## config.mk

```make
export PLATFORM = sky130hd
export DESIGN_NAME = hdmi_timing_gen
export DESIGN_NICKNAME = d
export VERILOG_FILES = /design/src/rtl/hdmi_timing_gen.sv
export SDC_FILE = /design/constraint.sdc
export NUM_CORES = 1
export LEC_CHECK = 0
export BUFFER_PORTS_ARGS = -buffer_cell sky130_fd_sc_hd__buf_2
export CAP_MARGIN = 5
export CORE_ASPECT_RATIO = 0.6
export CORE_MARGIN = 2
export CORE_UTILIZATION = 40
export CTS_CLUSTER_SIZE = 28
export DETAILED_ROUTE_END_ITERATION = 8
export GPL_TIMING_DRIVEN = 0
export SYNTH_ARGS = -nofsm -noshare
export SYNTH_HDL_FRONTEND = slang
export SYNTH_SLANG_ARGS = --single-unit
```

## constraint.sdc

```tcl
create_clock -name hdmi_clk -period 3.5 [get_ports hdmi_clk]
set_input_delay 0.875 -clock hdmi_clk [delete_from_list [all_inputs] [get_ports hdmi_clk]]
set_output_delay 0.875 -clock hdmi_clk [all_outputs]
set_load 0.05 [all_outputs]
```

## src/rtl/hdmi_timing_gen.sv

```systemverilog
// =============================================================================
//  Module      : hdmi_timing_gen
//  Description : Free-running video timing master for the HDMI pixel clock
//                domain. Generates the FIFO pop strobe (hdmi_blank low during
//                active pixels), the frame/sof markers, and realigns returned
//                FIFO pixels with hsync/vsync/de for the TMDS encoder.
//                Default timing: 1280x720p60 (74.25 MHz pixel clock).
//  Ports       : hdmi_clk      in   pixel clock
//                hdmi_reset_n  in   asynchronous active-low reset
//                hdmi_frame    out  high while in active lines
//                hdmi_blank    out  low during active pixels (FIFO pop)
//                sof           out  1-clk pulse on first active pixel of frame
//                pix_in        in   24-bit RGB pixel from the FIFO
//                vid_hsync     out  hsync aligned to vid_pix
//                vid_vsync     out  vsync aligned to vid_pix
//                vid_de        out  data enable aligned to vid_pix
//                vid_pix       out  24-bit RGB to encoder, 0 when vid_de=0
//  Revision    : 1.0 - initial release
// =============================================================================
`default_nettype none

module hdmi_timing_gen #(
   parameter int   H_ACTIVE = 1280,
   parameter int   H_FP     = 110,
   parameter int   H_SYNC   = 40,
   parameter int   H_BP     = 220,
   parameter int   V_ACTIVE = 720,
   parameter int   V_FP     = 5,
   parameter int   V_SYNC   = 5,
   parameter int   V_BP     = 20,
   parameter logic HS_POL   = 1'b1,
   parameter logic VS_POL   = 1'b1,
   parameter int   PIX_LAT  = 0
) (
   input  logic        hdmi_clk,
   input  logic        hdmi_reset_n,
   output logic        hdmi_frame,
   output logic        hdmi_blank,
   output logic        sof,
   input  logic [23:0] pix_in,
   output logic        vid_hsync,
   output logic        vid_vsync,
   output logic        vid_de,
   output logic [23:0] vid_pix
);

   localparam int H_TOTAL = H_ACTIVE + H_FP + H_SYNC + H_BP;
   localparam int V_TOTAL = V_ACTIVE + V_FP + V_SYNC + V_BP;

   // Boundaries are held one bit wider than the counters so that an edge
   // equal to the full counter range (e.g. H_TOTAL = 4096) does not alias to 0.
   localparam logic [12:0] C_H_ACT   = 13'(H_ACTIVE);
   localparam logic [12:0] C_HS_BEG  = 13'(H_ACTIVE + H_FP);
   localparam logic [12:0] C_HS_END  = 13'(H_ACTIVE + H_FP + H_SYNC);
   localparam logic [11:0] C_H_LAST  = 12'(H_TOTAL - 1);
   localparam logic [11:0] C_V_ACT   = 12'(V_ACTIVE);
   localparam logic [11:0] C_VS_BEG  = 12'(V_ACTIVE + V_FP);
   localparam logic [11:0] C_VS_END  = 12'(V_ACTIVE + V_FP + V_SYNC);
   localparam logic [10:0] C_V_LAST  = 11'(V_TOTAL - 1);

   logic [11:0] r_h_cnt;
   logic [10:0] r_v_cnt;

   logic        r_blank;
   logic        r_frame;
   logic        r_sof;
   logic        r_hs;
   logic        r_vs;

   logic [12:0] w_h_ext;
   logic [11:0] w_v_ext;
   logic        w_h_act;
   logic        w_v_act;

   logic        w_de_d;
   logic        w_hs_d;
   logic        w_vs_d;

   assign w_h_ext = {1'b0, r_h_cnt};
   assign w_v_ext = {1'b0, r_v_cnt};
   assign w_h_act = (w_h_ext < C_H_ACT);
   assign w_v_act = (w_v_ext < C_V_ACT);

   // -------------------------------------------------------------------------
   // Raster counters: line order is active, front porch, sync, back porch.
   // -------------------------------------------------------------------------
   always_ff @(posedge hdmi_clk or negedge hdmi_reset_n) begin
      if (!hdmi_reset_n) begin
         r_h_cnt <= '0;
         r_v_cnt <= '0;
      end else if (r_h_cnt == C_H_LAST) begin
         r_h_cnt <= '0;
         if (r_v_cnt == C_V_LAST) begin
            r_v_cnt <= '0;
         end else begin
            r_v_cnt <= r_v_cnt + 11'd1;
         end
      end else begin
         r_h_cnt <= r_h_cnt + 12'd1;
      end
   end

   // -------------------------------------------------------------------------
   // Strobes, registered one clock after the counter state. vsync follows the
   // line counter, so its edges naturally land on h == 0.
   // -------------------------------------------------------------------------
   always_ff @(posedge hdmi_clk or negedge hdmi_reset_n) begin
      if (!hdmi_reset_n) begin
         r_blank <= 1'b1;
         r_frame <= 1'b0;
         r_sof   <= 1'b0;
         r_hs    <= 1'b0;
         r_vs    <= 1'b0;
      end else begin
         r_blank <= !(w_h_act && w_v_act);
         r_frame <= w_v_act;
         r_sof   <= (r_h_cnt == 12'd0) && (r_v_cnt == 11'd0);
         r_hs    <= (w_h_ext >= C_HS_BEG) && (w_h_ext < C_HS_END);
         r_vs    <= (w_v_ext >= C_VS_BEG) && (w_v_ext < C_VS_END);
      end
   end

   assign hdmi_blank = r_blank;
   assign hdmi_frame = r_frame;
   assign sof        = r_sof;

   // -------------------------------------------------------------------------
   // Control delay matching the FIFO read latency, so that de/hs/vs arrive at
   // the output register in the same clock as the pixel they describe.
   // -------------------------------------------------------------------------
   generate
      if (PIX_LAT == 0) begin : g_lat_zero
         assign w_de_d = ~r_blank;
         assign w_hs_d = r_hs;
         assign w_vs_d = r_vs;
      end else begin : g_lat_pipe
         logic [2:0] r_sr [PIX_LAT];

         always_ff @(posedge hdmi_clk or negedge hdmi_reset_n) begin
            if (!hdmi_reset_n) begin
               for (int i = 0; i < PIX_LAT; i++) begin
                  r_sr[i] <= 3'b000;
               end
            end else begin
               r_sr[0] <= {r_hs, r_vs, ~r_blank};
               for (int i = 1; i < PIX_LAT; i++) begin
                  r_sr[i] <= r_sr[i-1];
               end
            end
         end

         assign {w_hs_d, w_vs_d, w_de_d} = r_sr[PIX_LAT-1];
      end
   endgenerate

   // -------------------------------------------------------------------------
   // Output register: captures the pixel, zeroes it outside de, and applies
   // sync polarity.
   // -------------------------------------------------------------------------
   always_ff @(posedge hdmi_clk or negedge hdmi_reset_n) begin
      if (!hdmi_reset_n) begin
         vid_de    <= 1'b0;
         vid_pix   <= '0;
         vid_hsync <= ~HS_POL;
         vid_vsync <= ~VS_POL;
      end else begin
         vid_de    <= w_de_d;
         vid_pix   <= w_de_d ? pix_in : 24'd0;
         vid_hsync <= w_hs_d ? HS_POL : ~HS_POL;
         vid_vsync <= w_vs_d ? VS_POL : ~VS_POL;
      end
   end

endmodule

`default_nettype wire

```

Word-level counts from Yosys, hierarchy flattened
Index checks and enable logic that the tools add are counted.
- add/subtract/negate cells: 2
- magnitude comparators: 6
- eq/ne operators: 2
- multiplexer cells: 5
- bitwise gates (word level): 1
- reductions and logical operators: 7
- operator list (operator ; number):
    < comparator 12 x 11 -> 1 bit, second input constant ; 2
    two-way mux 24 bit ; 1
    < comparator 11 x 10 -> 1 bit, second input constant ; 2
    adder 12 x 1 -> 12 bit, second input constant ; 1
    equality test 12 x 11 -> 1 bit, second input constant ; 1
    greater-or-equal comparator 12 x 11 -> 1 bit, second input constant ; 1
    logical NOT 12 bit ; 1
    two-way mux 12 bit ; 1
    adder 11 x 1 -> 11 bit, second input constant ; 1
    equality test 11 x 10 -> 1 bit, second input constant ; 1
    greater-or-equal comparator 11 x 10 -> 1 bit, second input constant ; 1
    logical NOT 11 bit ; 1
    two-way mux 11 bit ; 1
    logical AND 1 bit ; 4
    two-way mux 1 bit ; 2
    logical NOT 1 bit ; 1
    inverter 1 bit ; 1
- register bits after elaboration: 55
- bits of input ports: 26
- output and inout port bits: 30
- logic and storage cells: 34

Logic depth before layout (Yosys ltp)
Gate-level depths: netlist of run 1.
- word-level depth: 3
- mapped depth: 7
- mapped depth without buffers: 6

Least setup slack after synthesis of run 1
OpenSTA, ideal clock, no wires.
- path type: register to register
- start: register r_h_cnt[2]
- end: register r_v_cnt[4]
- library setup time: 0.132 ns
- arrival time: 1.755 ns
- required time: 3.368 ns
- setup slack: 1.613 ns
- cell stages (with the launch flop): 7
- clock period less this slack: 1.887 ns
- path through: dfrtp_1 buf_6 or4_4 or3_4 buf_6 o21ai_0 o41ai_2
- longest elaborated chain between the ends: 1
- ends and longest elaborated chain (what ; RTL line ; text):
    start, declared ; 61 ; logic [11:0] r_h_cnt;
    start signal, assigned ; 99 ; r_h_cnt <= r_h_cnt + 12'd1;
    equality test 12 x 11 -> 1 bit ; 91 ; end else if (r_h_cnt == C_H_LAST) begin
    end signal, assigned ; 96 ; r_v_cnt <= r_v_cnt + 11'd1;
    end, declared ; 62 ; logic [10:0] r_v_cnt;
Every way passes these cells.
A chain may end at the register's enable or synchronous reset.

Worst setup path after layout of run 1
- start: register r_blank (netlist: hdmi_blank)
- end: output port hdmi_blank
- RTL lines (what ; RTL line ; text):
    start, declared ; 64 ; logic r_blank;
    start signal, assigned ; 115 ; r_blank <= !(w_h_act && w_v_act);
    end, declared ; 38 ; output logic hdmi_blank,
No word-level cell between the ends.

==> impl_metrics.yaml, run 1 <==
run_status:
  status: "finished clean"
cts:
  clk_pin_slew_worst_paths_ns: 0.10
  ctsRootBufferMaster: "clkbuf_8"
  clkSinkCount: 55
  ctsHoldBuffers: 0
  insertion_delay_ns: 0.32
  cts_setup_buffers: 0
  cts_tree: "built"
  numCtsBuffers: 5
  h-tree-depth: 2
  cts_resized: 0
  clockBufferDepth: 2
floorplanning:
  die_y_um: 63.15
  io-pin-count: 56
  die_area_sq_um: 6477
  floorplan.initialDensity_pct: 41.67
  die_width_um: 102.6
  coreArea_sq_um: 5597
  rows: 21
timing:
  hold_viol: 0
  setup-violations-final: 0
  min_period_over_period_pct: 59.77
  relSlewSlack_pct: 57.00
  layout_min_cycle_time_ns: 2.092
  max_freq_ghz: 0.4780
  slew_violations: 0
  whs_ns: 0.3576
  worstMarginPinSlew_ns: 0.6449
  rsz0062_at_grt: "false"
  clock_skew_ns: 0.005212
  fin_setup_tns_ns: 0
global_routing:
  grtUsageTotal_pct: 15.74
  use_met3_pct: 3.552
  grt.overflow.total: 0
  antenna_found_initial: 0
  first_global_vias: 1617
  grt_max_degree: 56
  grt_use_met1_pct: 23.85
  use_met2_pct: 21.73
  grt.busiest_layer: "met1"
  grt_pass1_wl_um: 7852
yosys:
  ys_types: 38
  synth_top_cells_by_area: "dfrtp_1, nor2b_1, nand3_1, ha_1, xnor2_1"
  syn_avg_cell_area_sq_um: 11.27
  synthesis.instances: 207
  yosysWarningCount: 0
  yosys.area.top_type: "dfrtp_1"
  synth_flop_cell: "dfrtp_1"
  synth_nets: 239
  synth-seq-area-share_pct: 59.07
  synth_area_sq_um: 2332
  ys_ff_latch: 55
  async_reset_ff_share_pct: 100.0
  yosysTopAreaCellShare_pct: 57.94
  synth_edf_count: 0
drt:
  dr_total_vias: 1688
  vias_per_cell: 4.809
  wirelength_um: 4678
  drtIter0Drc: 51
  wire_per_inst_um: 13.33
  ant_nets: 0
  drc_errors: 0
  first_pass_iters: 4
worst_setup_path:
  critical-path-max-stage-delay_ns: 0.62
  path_cells: "buf_2"
  crit_buf_inv: 1
  critPathKind: "reg -> out"
  cp-end-kind: "output port"
  r2r_slack_ns: 1.47
  start_kind: "register"
  worstPathArrival_ns: 1.22
  crit_family: "flip-flops"
  cp_max_fo: 8
  cp.required_ns: 2.62
  crit_slowest_cell: "dfstp_2"
pwr:
  ir_worst_vdd_uv: 155.6
  internal-power_mw: 0.8253
  p_sw_share_pct: 26.45
  power_mw: 1.122
  power_frac_comb_pct: 9.1
  p_leak_nw: 1.307
  pwr-share-clk_pct: 32.8
  p_per_area_nw_per_um2: 397.2
  sequentialPowerShare_pct: 58.1
  switchingPower_mw: 0.2967
layout:
  fin_area_sq_um: 2825
  final_nets: 302
  final_util_pct: 50.48
  layout_commonest_cell: "buf_2"
  syn2layout_area_growth_pct: 21.14
  diodes: 0
  drive_above_1_share_pct: 26.94
  final_cell_mix: "buf_2, dfrtp_1, nor2b_1"
place:
  dp_hpwl_um: 3329
  dpl_cell_area_sq_um: 2708
  gp_congestion: 0.7859
  io_buffer_count: 55
run:
  cap_violations: 0
worst_hold_path:
  min_path_type: "reg -> reg"
-- cell type report --
| class | instances | area (sq um) |
|---|---|---|
| Inverter | 12 | 45.04 |
| Buffer | 7 | 42.54 |
| Clock inverter | 3 | 28.78 |
| Clock buffer | 5 | 68.82 |
| Timing Repair Buffer | 56 | 295.3 |
| Multi-Input combinational cell | 133 | 867.1 |
| Tap cell | 80 | 100.1 |
| Fill cell | 519 | 2771 |
| Sequential cell | 55 | 1378 |
-- cell usage after synthesis, types with 2 or more instances --
cell	count
nor4b_1	2
nor3_1	4
nand3_1	16
xnor2_1	7
nor2b_1	24
ha_1	6
nor4_1	3
xor2_1	4
inv_1	12
nor2_1	10
nand2_1	8
a21oi_1	7
and3_1	6
nand4_1	7
and2_1	2
o21ai_0	9
mux2i_1	2
dfrtp_1	54
clkbuf_1	4
buf_6	2
-- registers in the layout (all words and copies together) (netlist names) --
signal and count:
vid_pix 24, r_h_cnt 12, r_v_cnt 11, hdmi_blank 1, hdmi_frame 1, r_hs 1
r_vs 1, sof 1, vid_de 1, vid_hsync 1, vid_vsync 1
-- logic make-up (layout without fill, tap and decap cells) --
group | count (synthesis) | count (layout) | synth area share (%)
AND/OR/NAND/NOR | 91 | 91 | 22.80
multiplexers | 2 | 2 | 0.8584
flip-flops | 55 | 55 | 59.07
AO/OA/AOI/OAI | 23 | 23 | 6.170
buffers and inverters | 19 | 83 | 3.755
XOR/XNOR | 11 | 11 | 4.131
adder cells (fa/ha/maj) | 6 | 6 | 3.219
-- worst paths after layout --
kind / depth (start not counted) / endpoint / from
worst max-delay path: 1 / hdmi_blank / hdmi_blank
worst min-delay path: 0 / vid_hsync / r_hs
worst max register to register: 6 / r_v_cnt[1] / r_h_cnt[2]
worst min register to register: 0 / vid_hsync / r_hs
max in group asynchronous: 2 / hdmi_blank / hdmi_reset_n
min in group asynchronous: 1 / r_v_cnt[0] / hdmi_reset_n
-- power groups by stage --
stage	Sequential (mW)	Clock (mW)	Combinational, mW
4_1_cts	0.652	0.388	0.102
5_1_grt	0.653	0.408	0.111
6_report	0.652	0.368	0.102
3_3_place_gp	0.664	0	0.101
3_5_place_dp	0.664	0	0.102
2_1_floorplan	0.717	0	0.00895
-- routing by layer --
metal / share of wire, % / routed length, um
met3: 4.1 / 193
met5: 0 / 0
met1: 53 / 2491
met2: 41 / 1920
met4: 1.6 / 74
-- per-stage QoR --
stage / cells / setup slack, ns
floorplan: 207 / 1.613
global placement: 342 / 1.491
detailed placement: 342 / 1.497
CTS: 350 / 1.378
global route: 351 / 1.337
finish: 351 / 1.408
(Power assumes the default switching activity.)
==> inputs of run 2 (changes only) <==
- clock period: 3.5 -> 1.95 ns (I/O delays scaled with it)
==> impl_metrics.yaml, run 2 (same netlist as run 1, synthesis figures left out) <==
place:
  io_buffer_count: 55
  place_ws_ns: -0.05318
  dpl_cell_area_sq_um: 2708
  gp_congestion: 0.7859
  dp_hpwl_um: 3329
drt:
  dr_total_vias: 1697
  wire_per_inst_um: 13.36
  vias_per_cell: 4.780
  drtIter0Drc: 88
  first_pass_iters: 4
  ant_nets: 0
  drc_errors: 0
  wirelength_um: 4743
layout:
  final_util_pct: 51.26
  final_nets: 306
  layout_commonest_cell: "buf_2"
  final_cell_mix: "buf_2, dfrtp_1, nor2b_1"
  largest_register: "vid_pix"
  fin_area_sq_um: 2869
  num-fill-cells: 517
  largest_register_ffs: 24
  syn2layout_area_growth_pct: 23.01
  drive_above_1_share_pct: 29.45
  diodes: 0
  largestRegisters: "vid_pix x24, r_h_cnt x12, r_v_cnt x11"
worst_setup_path:
  start_kind: "register"
  cp-end-kind: "register"
  r2r_slack_ns: 0.03
  cp_max_fo: 10
  r2r-end: "r_v_cnt[4]"
  reg2reg_depth: 4
  worstPathArrival_ns: 2.14
  critPathKind: "reg -> reg"
  r2r-start: "r_h_cnt[8]"
  cp.required_ns: 2.17
global_routing:
  grt_max_degree: 56
  grtUsageTotal_pct: 15.81
  first_global_vias: 1632
  antenna_found_initial: 0
  grt.overflow.total: 0
  grt_pass1_wl_um: 7893
run_status:
  status: "finished clean"
timing:
  min_period_over_period_pct: 98.60
  hold_viol: 0
  relSlewSlack_pct: 56.80
  rsz0062_at_grt: "true"
  worstMarginPinSlew_ns: 0.6480
  max_freq_ghz: 0.5201
  layout_setup_ws_ns: 0.02724
  slew_violations: 0
  layout_min_cycle_time_ns: 1.923
  clock_skew_ns: 0.008191
  setup-violations-final: 0
  fin_setup_tns_ns: 0
cts:
  cts_tree: "built"
  clkSinkCount: 55
  numCtsBuffers: 5
  h-tree-depth: 2
  insertion_delay_ns: 0.32
  clk_pin_slew_worst_paths_ns: 0.11
  clockBufferDepth: 2
  ctsRootBufferMaster: "clkbuf_8"
floorplanning:
  floorplan.initialDensity_pct: 41.67
  die_y_um: 63.15
  rows: 21
  coreArea_sq_um: 5597
  io-pin-count: 56
  die_width_um: 102.6
  die_area_sq_um: 6477
run:
  cap_violations: 0
pwr:
  p_per_area_nw_per_um2: 702.9
  p_leak_nw: 1.324
  ir_worst_vdd_uv: 320.2
worst_hold_path:
  min_path_type: "in -> async"
## run 2: per-layer routing
layer	routed length [um]	share of wire, %	track usage, %
met1	2524	53	24.01
met2	1921	41	21.81
met3	223	4.7	3.552
met4	74	1.6	6.000
met5	0	0	0
## run 2: worst max-delay path, stage by stage, from the launching register on
cell and delay (ns):
dfrtp_2 0.45, or4_4 0.56, or3_4 0.36, buf_6 0.15, o41ai_2 0.29
## run 2: worst max-delay path by stage
stage                 end  slack [ns]  cells past startpoint       start
2_1_floorplan  r_v_cnt[4]        0.06                      6  r_h_cnt[2]
3_3_place_gp   r_v_cnt[1]       -0.06                      5  r_h_cnt[3]
3_5_place_dp   r_v_cnt[0]       -0.05                      4  r_h_cnt[3]
4_1_cts        r_v_cnt[4]        0.01                      4  r_h_cnt[8]
5_1_grt        r_v_cnt[4]       -0.05                      4  r_h_cnt[8]
6_report       r_v_cnt[4]        0.03                      4  r_h_cnt[8]
## run 2: timing repair
action	CTS	global route
gates resized for setup	4	3
setup endpoints to repair	6	10
pin swaps	1	1
setup buffers	1	3
hold buffers	0	0
gates cloned	0	0
## run 2: power by group
group          leakage, nW  switching, mW  total [mW]  internal (mW)
clock network       0.0502          0.397       0.663          0.267
registers            0.678        0.00523        1.17           1.16
logic                0.596          0.133       0.184         0.0503
total                 1.32          0.535        2.02           1.48
## run 2: per-stage QoR
| stage | total power, mW | hold WS [ns] | instances |
|---|---|---|---|
| 2_1_floorplan | 1.303 | 0.1919 | 207 |
| 3_3_place_gp | 1.373 | 0.3329 | 342 |
| 3_5_place_dp | 1.375 | 0.3355 | 342 |
| 4_1_cts | 2.048 | 0.3611 | 351 |
| 5_1_grt | 2.105 | 0.2255 | 355 |
| 6_report | 2.017 | 0.1802 | 355 |
## run 2: area by class of cell
cell class                 count  area [sq um]  area share (%)
multi-input combinational    133         873.3           30.44
clock buffer                   5         68.82           2.399
inverter                      12         45.04           1.570
clock inverter                 3         28.78           1.003
tap                           80         100.1           3.489
timing repair buffer          60         325.3           11.34
sequential                    55          1383           48.19
buffer                         7         45.04           1.570
==> inputs of run 3 (changes only) <==
- PLACE_DENSITY_LB_ADDON: not set -> 0.25
==> impl_metrics.yaml, run 3 (same netlist as run 1, synthesis figures left out) <==
drt:
  wire_per_inst_um: 13.24
  vias_per_cell: 4.883
  first_pass_iters: 4
  drtIter0Drc: 102
  ant_nets: 0
  drc_errors: 0
  dr_total_vias: 1753
  wirelength_um: 4754
timing:
  whs_ns: 0.1998
  rsz0062_at_grt: "false"
  worstMarginPinSlew_ns: 0.6793
  relSlewSlack_pct: 54.71
  clock_skew_ns: 0.004367
  fin_setup_tns_ns: 0
  hold_viol: 0
  setup-violations-final: 0
  min_period_over_period_pct: 95.83
  layout_setup_ws_ns: 0.08139
  max_freq_ghz: 0.5352
  slew_violations: 0
  layout_min_cycle_time_ns: 1.869
cts:
  h-tree-depth: 2
  numCtsBuffers: 5
  clkSinkCount: 55
  insertion_delay_ns: 0.30
  clk_pin_slew_worst_paths_ns: 0.09
  cts_tree: "built"
  clockBufferDepth: 2
  ctsHoldBuffers: 0
  ctsRootBufferMaster: "clkbuf_8"
floorplanning:
  io-pin-count: 56
  coreArea_sq_um: 5597
  die_area_sq_um: 6477
  rows: 21
  die_width_um: 102.6
  floorplan.initialDensity_pct: 41.67
  die_y_um: 63.15
pwr:
  p_leak_nw: 1.345
  sequentialPowerShare_pct: 55.6
  internal-power_mw: 1.598
  power_frac_comb_pct: 8.6
  switchingPower_mw: 0.5050
  power_mw: 2.103
  pwr-share-clk_pct: 35.8
  p_per_area_nw_per_um2: 723.9
  p_sw_share_pct: 24.01
  ir_worst_vdd_uv: 288.2
layout:
  final_cell_mix: "buf_2, dfrtp_1, nor2b_1"
  largestRegisters: "vid_pix x24, r_h_cnt x12, r_v_cnt x11"
  drive_above_1_share_pct: 30.82
  final_util_pct: 51.91
  layout_commonest_cell: "buf_2"
  final_cells: 359
  largest_register: "vid_pix"
  final_nets: 310
  num-fill-cells: 510
  diodes: 0
  fin_area_sq_um: 2905
  syn2layout_area_growth_pct: 24.57
  largest_register_ffs: 24
global_routing:
  antenna_found_initial: 0
  grtUsageTotal_pct: 15.95
  grt.overflow.total: 0
  grt_max_degree: 56
  grt_pass1_wl_um: 7969
  first_global_vias: 1557
worst_setup_path:
  critPathKind: "reg -> reg"
  cp.required_ns: 2.14
  worstPathArrival_ns: 2.05
  cp_max_fo: 5
  start_kind: "register"
  cp-end-kind: "register"
worst_hold_path:
  min_path_type: "in -> async"
place:
  dp_cells: 342
  io_buffer_count: 55
  dp_hpwl_um: 3263
  gp_congestion: 0.7960
  dpl_cell_area_sq_um: 2708
  place_ws_ns: -0.0004872
run_status:
  status: "finished clean"
run:
  cap_violations: 0
[run 3: critical path, cell delays in order (launching register included)]
cell and delay [ns]:
dfrtp_2 0.42, or4_4 0.57, or3_4 0.38, buf_2 0.18, a21oi_1 0.12, mux2i_1 0.08
[run 3: repair_timing]
item                                   4_1_cts  5_1_grt
setup buffers                                2        7
gates resized for setup                      3        3
gates cloned                                 1        0
endpoints found under the hold margin        0        0
setup endpoints to repair                    3       16
pin swaps                                    2        4
[run 3: path summary, 6_finish.rpt]
check                              from         end  slack [ns]  cells after the start
hold / removal             hdmi_reset_n  r_v_cnt[3]        0.20                      1
min in group hdmi_clk              r_hs   vid_hsync        0.36                      0
setup reg to reg             r_h_cnt[3]  r_v_cnt[3]        0.08                      5
max in group asynchronous  hdmi_reset_n  r_h_cnt[3]        1.24                      1
setup / recovery             r_h_cnt[3]  r_v_cnt[3]        0.08                      5
hold reg to reg                    r_hs   vid_hsync        0.36                      0
[run 3: power by group through the flow]
stage | registers (mW) | logic (mW) | clock network (mW)
final | 1.17 | 0.180 | 0.753
after global routing | 1.17 | 0.195 | 0.824
after CTS | 1.17 | 0.183 | 0.784
after detailed placement | 1.19 | 0.183 | 0
after global placement | 1.19 | 0.182 | 0
after floorplan | 1.29 | 0.0161 | 0
[run 3: layer usage]
layer / vias to the layer above / part of all wire [%] / track usage (%)
li1: 847 / - / -
met1: 836 / 48 / 25.57
met2: 65 / 42 / 20.92
met3: 5 / 8.4 / 4.107
met4: 0 / 1.1 / 4.333
met5: - / 0 / 0
[run 3: layout make-up]
class | instances | area (sq um) | area share [%]
Buffer | 6 | 38.79 | 1.335
Sequential cell | 55 | 1383 | 47.59
Tap cell | 80 | 100.1 | 3.445
Clock buffer | 5 | 68.82 | 2.369
Clock inverter | 3 | 46.29 | 1.593
Inverter | 12 | 45.04 | 1.550
Multi-Input combinational cell | 133 | 873.3 | 30.06
Timing Repair Buffer | 65 | 350.3 | 12.06
